### src/rtl/reg_bank.sv
// Multi-port register bank with a one-cycle registered read, write-to-read bypass and a sequential clear FSM.
// Define REG_BANK_ZERO_REG_EN to make register 0 a constant zero.
module reg_bank #(
    parameter int REG_WIDTH     = 16,
    parameter int REG_ADDR_BITS = 4,
    parameter int READ_PORTS    = 2
) (
    input  logic                               clk,
    input  logic                               rst_n,
    input  logic                               wrEn,
    input  logic [REG_ADDR_BITS-1:0]           wrAddr,
    input  logic [REG_WIDTH-1:0]               wrData,
    input  logic [READ_PORTS*REG_ADDR_BITS-1:0] rdAddr,
    output logic [READ_PORTS*REG_WIDTH-1:0]    rdData,
    input  logic                               clrReq,
    output logic                               busy
);

    localparam int DEPTH = 2 ** REG_ADDR_BITS;

    typedef enum logic {
        IDLE  = 1'b0,
        CLEAR = 1'b1
    } state_t;

    state_t                     r_state;
    state_t                     w_state_next;
    logic [REG_ADDR_BITS-1:0]   r_clr_ptr;
    logic [REG_ADDR_BITS-1:0]   w_clr_ptr_next;
    logic [REG_WIDTH-1:0]       r_mem [DEPTH];
    logic                       w_busy;
    logic                       w_wr_fire;

    assign w_busy = (r_state == CLEAR);
    assign busy   = w_busy;

`ifdef REG_BANK_ZERO_REG_EN
    assign w_wr_fire = wrEn && !w_busy && (wrAddr != '0);
`else
    assign w_wr_fire = wrEn && !w_busy;
`endif

    always_ff @(posedge clk or negedge rst_n) begin
        if (!rst_n) begin
            r_state   <= CLEAR;
            r_clr_ptr <= '0;
        end else begin
            r_state   <= w_state_next;
            r_clr_ptr <= w_clr_ptr_next;
        end
    end

    always_comb begin
        w_state_next   = r_state;
        w_clr_ptr_next = r_clr_ptr;
        case (r_state)
            IDLE: begin
                if (clrReq) begin
                    w_state_next   = CLEAR;
                    w_clr_ptr_next = '0;
                end
            end
            CLEAR: begin
                w_clr_ptr_next = r_clr_ptr + REG_ADDR_BITS'(1);
                if (r_clr_ptr == '1) begin
                    w_state_next = IDLE;
                end
            end
            default: w_state_next = IDLE;
        endcase
    end

    // NOTE: the array has no reset term; the CLEAR pass that follows every reset zeroes it.
    always_ff @(posedge clk) begin
        if (w_busy) begin
            r_mem[r_clr_ptr] <= '0;
        end else if (w_wr_fire) begin
            r_mem[wrAddr] <= wrData;
        end
    end

    for (genvar g = 0; g < READ_PORTS; g++) begin : g_rd
        logic [REG_ADDR_BITS-1:0] w_rd_addr;
        logic [REG_WIDTH-1:0]     w_rd_next;
        logic [REG_WIDTH-1:0]     r_rd_q;

        assign w_rd_addr = rdAddr[g*REG_ADDR_BITS +: REG_ADDR_BITS];

        // Priority: clear forces zero, then the hardwired zero register, then bypass, then storage.
        always_comb begin
            w_rd_next = r_mem[w_rd_addr];
            if (w_wr_fire && (wrAddr == w_rd_addr)) begin
                w_rd_next = wrData;
            end
`ifdef REG_BANK_ZERO_REG_EN
            if (w_rd_addr == '0) begin
                w_rd_next = '0;
            end
`endif
            if (w_busy) begin
                w_rd_next = '0;
            end
        end

        always_ff @(posedge clk or negedge rst_n) begin
            if (!rst_n) begin
                r_rd_q <= '0;
            end else begin
                r_rd_q <= w_rd_next;
            end
        end

        assign rdData[g*REG_WIDTH +: REG_WIDTH] = r_rd_q;
    end

endmodule
### config.mk
export PLATFORM = sky130hd
export DESIGN_NAME = reg_bank
export DESIGN_NICKNAME = d
export VERILOG_FILES = /design/src/rtl/reg_bank.sv
export SDC_FILE = /design/constraint.sdc
export NUM_CORES = 1
export LEC_CHECK = 0
export CORE_MARGIN = 2
export CORE_UTILIZATION = 50
export CTS_CLUSTER_SIZE = 12
export DETAILED_ROUTE_END_ITERATION = 10
export PLACE_DENSITY_LB_ADDON = 0.1
export REMOVE_ABC_BUFFERS = 1
export SLEW_MARGIN = 20
export SYNTH_ARGS = -nofsm -noshare
export SYNTH_HDL_FRONTEND = slang
export SYNTH_SLANG_ARGS = --single-unit
### constraint.sdc
create_clock -name clk -period 2.6 [get_ports clk]
set_clock_uncertainty 0.05 [all_clocks]
set_input_delay 0.52 -clock clk [delete_from_list [all_inputs] [get_ports clk]]
set_output_delay 0.52 -clock clk [all_outputs]
set_load 0.02 [all_outputs]
==> flow_summary_export.csv <==
group,metric,value,unit
clock_tree,ctsResizeCount,0,
drt,drt-total-wl,36.9,mm
clock_tree,cts_made_buffers,31,
power,p_comb_share,23.1,%
drt,wl_per_cell,30.9,um
finish,final_util,60.7,%
logic_synthesis,synth_flop_cell,"edfxtp_1",
floorplanning,io_pins,65,
worst_setup_path,crit_slowest_cell,"dfstp_2",
drt,vias,7971,
timing,hold_viol_final,0,
logic_synthesis,synth_seq_cells,293,
finish,n_antenna_cell,0,
worst_hold_path,min_path_type,"in2async",
worst_setup_path,cp_top_family,"flip-flops",
global_route,track_usage,26.9,%
floorplanning,start_util,50.4,%
global_route,antenna_found_initial,0,
timing,setup_viol,0,
logic_synthesis,synth_top_area_share,57.2,%
timing,fin_crit,2.42,ns
logic_synthesis,synth_edf_count,256,
floorplanning,die_w,168,um
clock_tree,path_clk_slew,0.06,ns
logic_synthesis,syn_inst,697,
logic_synthesis,yosysMostFrequentCell,"edfxtp_1",
timing,period_share,93.1,%
floorplanning,coreArea,26700,um2
drt,postRouteAntennaNets,0,
worst_setup_path,slowest_delay,0.66,ns
worst_setup_path,cp-end-kind,"primary output",
worst_setup_path,r2r-end,"r_mem[14][3]$_DFFE_PP_",
power,p_leak,5.79,nW
clock_tree,hold_buffers,1,
timing,slew_headroom,46.6,%
clock_tree,postCtsSetupBuffers,0,
power,peakVddDrop,0.580,mV
finish,syn_to_final_growth,20.3,%
power,p_int,10.1,mW
run_status,outcome,"finished clean",
floorplanning,rows,60,
clock_tree,cts_root_buf,"clkbuf_16",
global_route,grt_remaining_overflow,0,
floorplanning,fp.dieH,168,um
logic_synthesis,avgSynthCellArea,19.3,um2
global_route,grt_pass1_vias,8314,
placement,routabilityCongestion,0.853,
finish,drive_gt1_share,29.3,%
global_route,grt_first_pass_wirelength,54.6,mm
worst_setup_path,worst-setup-path-type,"reg2out",
worst_setup_path,cp_num_buf_inv,1,
flow_run,maxCapViolCount,0,
placement,dp_hpwl,24.3,mm
global_route,grt_max_degree,40,
logic_synthesis,synth_top_cells_by_area,"edfxtp_1 (57%), mux4_2 (15%), dfrtp_1 (6.7%)",
timing,worst_pin_slew,0.800,ns
worst_setup_path,ff2ff_path_depth,5,
timing,fmax,0.413,GHz
power,sequentialPowerShare,46.4,%
worst_setup_path,critPathMaxFanout,12,
power,power,14.1,mW
logic_synthesis,yosys_warnings,0,
logic_synthesis,synth_cell_types,38,
logic_synthesis,async_flop_share,12.6,%
clock_tree,clock_sinks,293,
worst_setup_path,start_kind,"register",
worst_setup_path,rrSetupSlack,0.46,ns
worst_setup_path,worstPathArrival,1.85,ns
power,powerDensity,871,nW/um2
drt,drc,0,
logic_synthesis,netlist_area,13400,um2
clock_tree,insertion_delay,0.57,ns
clock_tree,htreeDepth,1,
timing,slew_viol_final,0,
worst_setup_path,rr_startpoint,"busy$_DFF_PN1_",
floorplanning,dieArea,28200,um2
logic_synthesis,synthTopCellsByCount,"edfxtp_1 (256), mux4_2 (92), a22oi_1 (64), nand2_1 (38), dfrtp_1 (36)",
finish,nets,863,
power,clkPwrFrac,30.5,%
clock_tree,cts_tree,"built",
drt,drt-pass1-iter-count,5,
logic_synthesis,ys_seq_area_share,64.1,%
timing,rsz0062_at_grt,"no",
drt,via_per_inst,6.67,
placement,numPortBuffers,64,
drt,drt_iter0_markers,870,
clock_tree,cts_buffer_depth,3,
power,p_switching,3.96,mW
power,swShare,28.1,%
logic_synthesis,synth_top_cell_by_area,"edfxtp_1",
worst_setup_path,path_cells,"clkdlybuf4s50_1",
worst_setup_path,cp_data_required_time,2.03,ns
==> layout make-up <==
cell class | count | area [um2]
tap | 341 | 427
inverter | 3 | 11.3
clock inverter | 9 | 125
multi-input combinational | 346 | 4490
timing repair buffer | 155 | 1640
clock buffer | 48 | 860
fill | 1905 | 10500
sequential | 293 | 8610
==> per-stage QoR <==
stage | TNS, ns | cell area (um2) | setup WS, ns | hold slack, ns | cells
3_3_place_gp | -1.52 | 15200 | -0.140 | 0.524 | 1137
6_report | 0 | 16200 | 0.180 | 0.489 | 1195
2_1_floorplan | -16.05 | 13100 | -0.0691 | 0.174 | 642
5_1_grt | 0 | 16200 | 0.114 | 0.515 | 1195
4_1_cts | 0 | 16200 | 0.156 | 0.485 | 1195
3_5_place_dp | -0.408 | 15200 | -0.0593 | 0.528 | 1137
==> cell families (layout without fill, tap and decap cells) <==
group / count (synthesis) / count (layout) / share of synthesized area (%)
xor+xnor: 10 / 10 / 0.652
mux: 129 / 129 / 22.5
simple gates: 96 / 96 / 3.43
compound gates: 110 / 110 / 6.32
buf+inv: 58 / 215 / 2.90
flops: 293 / 293 / 64.1
fa+ha+maj: 1 / 1 / 0.0931
==> layer usage <==
metal	vias up	track usage [%]	wire, um
met5	-	0	0
li1	3248	-	-
met2	464	40.9	16900
met1	4180	38.7	15200
met4	0	8.66	1130
met3	79	6.77	3630
==> power by group through the flow <==
stage          clock [mW]  combinational [mW]  sequential [mW]
6_report             4.29                3.25             6.54
5_1_grt              4.57                3.43             6.61
4_1_cts              4.37                3.27             6.53
3_5_place_dp            0                3.25             6.62
3_3_place_gp            0                3.20             6.53
2_1_floorplan           0                1.47             6.58
==> placed cells by master (no fill, tap or decap), types with 2 or more instances in the layout <==
cell type / synthesis / routed
a21oi_2: 0 / 2
a22o_1: 32 / 32
a22oi_1: 64 / 64
a31oi_1: 6 / 6
and2_1: 20 / 20
buf_12: 6 / 27
buf_2: 13 / 3
buf_4: 6 / 65
bufinv_16: 0 / 3
clkbuf_1: 13 / 15
clkbuf_16: 0 / 31
clkbuf_8: 0 / 2
clkdlybuf4s50_1: 0 / 59
clkinv_2: 0 / 3
dfrtp_1: 36 / 36
edfxtp_1: 256 / 256
inv_1: 3 / 3
mux4_1: 34 / 34
mux4_2: 92 / 92
mux4_4: 2 / 2
nand2_1: 38 / 38
nand2b_1: 3 / 3
nor2_1: 21 / 5
nor2_2: 0 / 16
nor2b_1: 5 / 4
nor3b_1: 3 / 3
nor4_1: 2 / 2
o21ai_0: 2 / 2
xor2_1: 9 / 9
==> flip-flops by register name, indices dropped and copies added (netlist names) <==
name	flops
r_clr_ptr	4
g_rd.r_rd_q	32
busy	1
r_mem	256
==> worst max path at each step <==
stage	from	end	slack (ns)	cells past startpoint
CTS	busy$_DFF_PN1_	busy	0.16	1
global placement	wrAddr[1]	g_rd[0].r_rd_q[14]$_DFF_PN0_	-0.14	6
global route	busy$_DFF_PN1_	busy	0.11	1
detailed placement	wrAddr[1]	g_rd[0].r_rd_q[14]$_DFF_PN0_	-0.06	6
floorplan	wrEn	r_mem[8][0]$_DFFE_PP_	-0.07	3
finish	busy$_DFF_PN1_	busy	0.18	1
No activity file was read; power rests on OpenSTA's default activity.
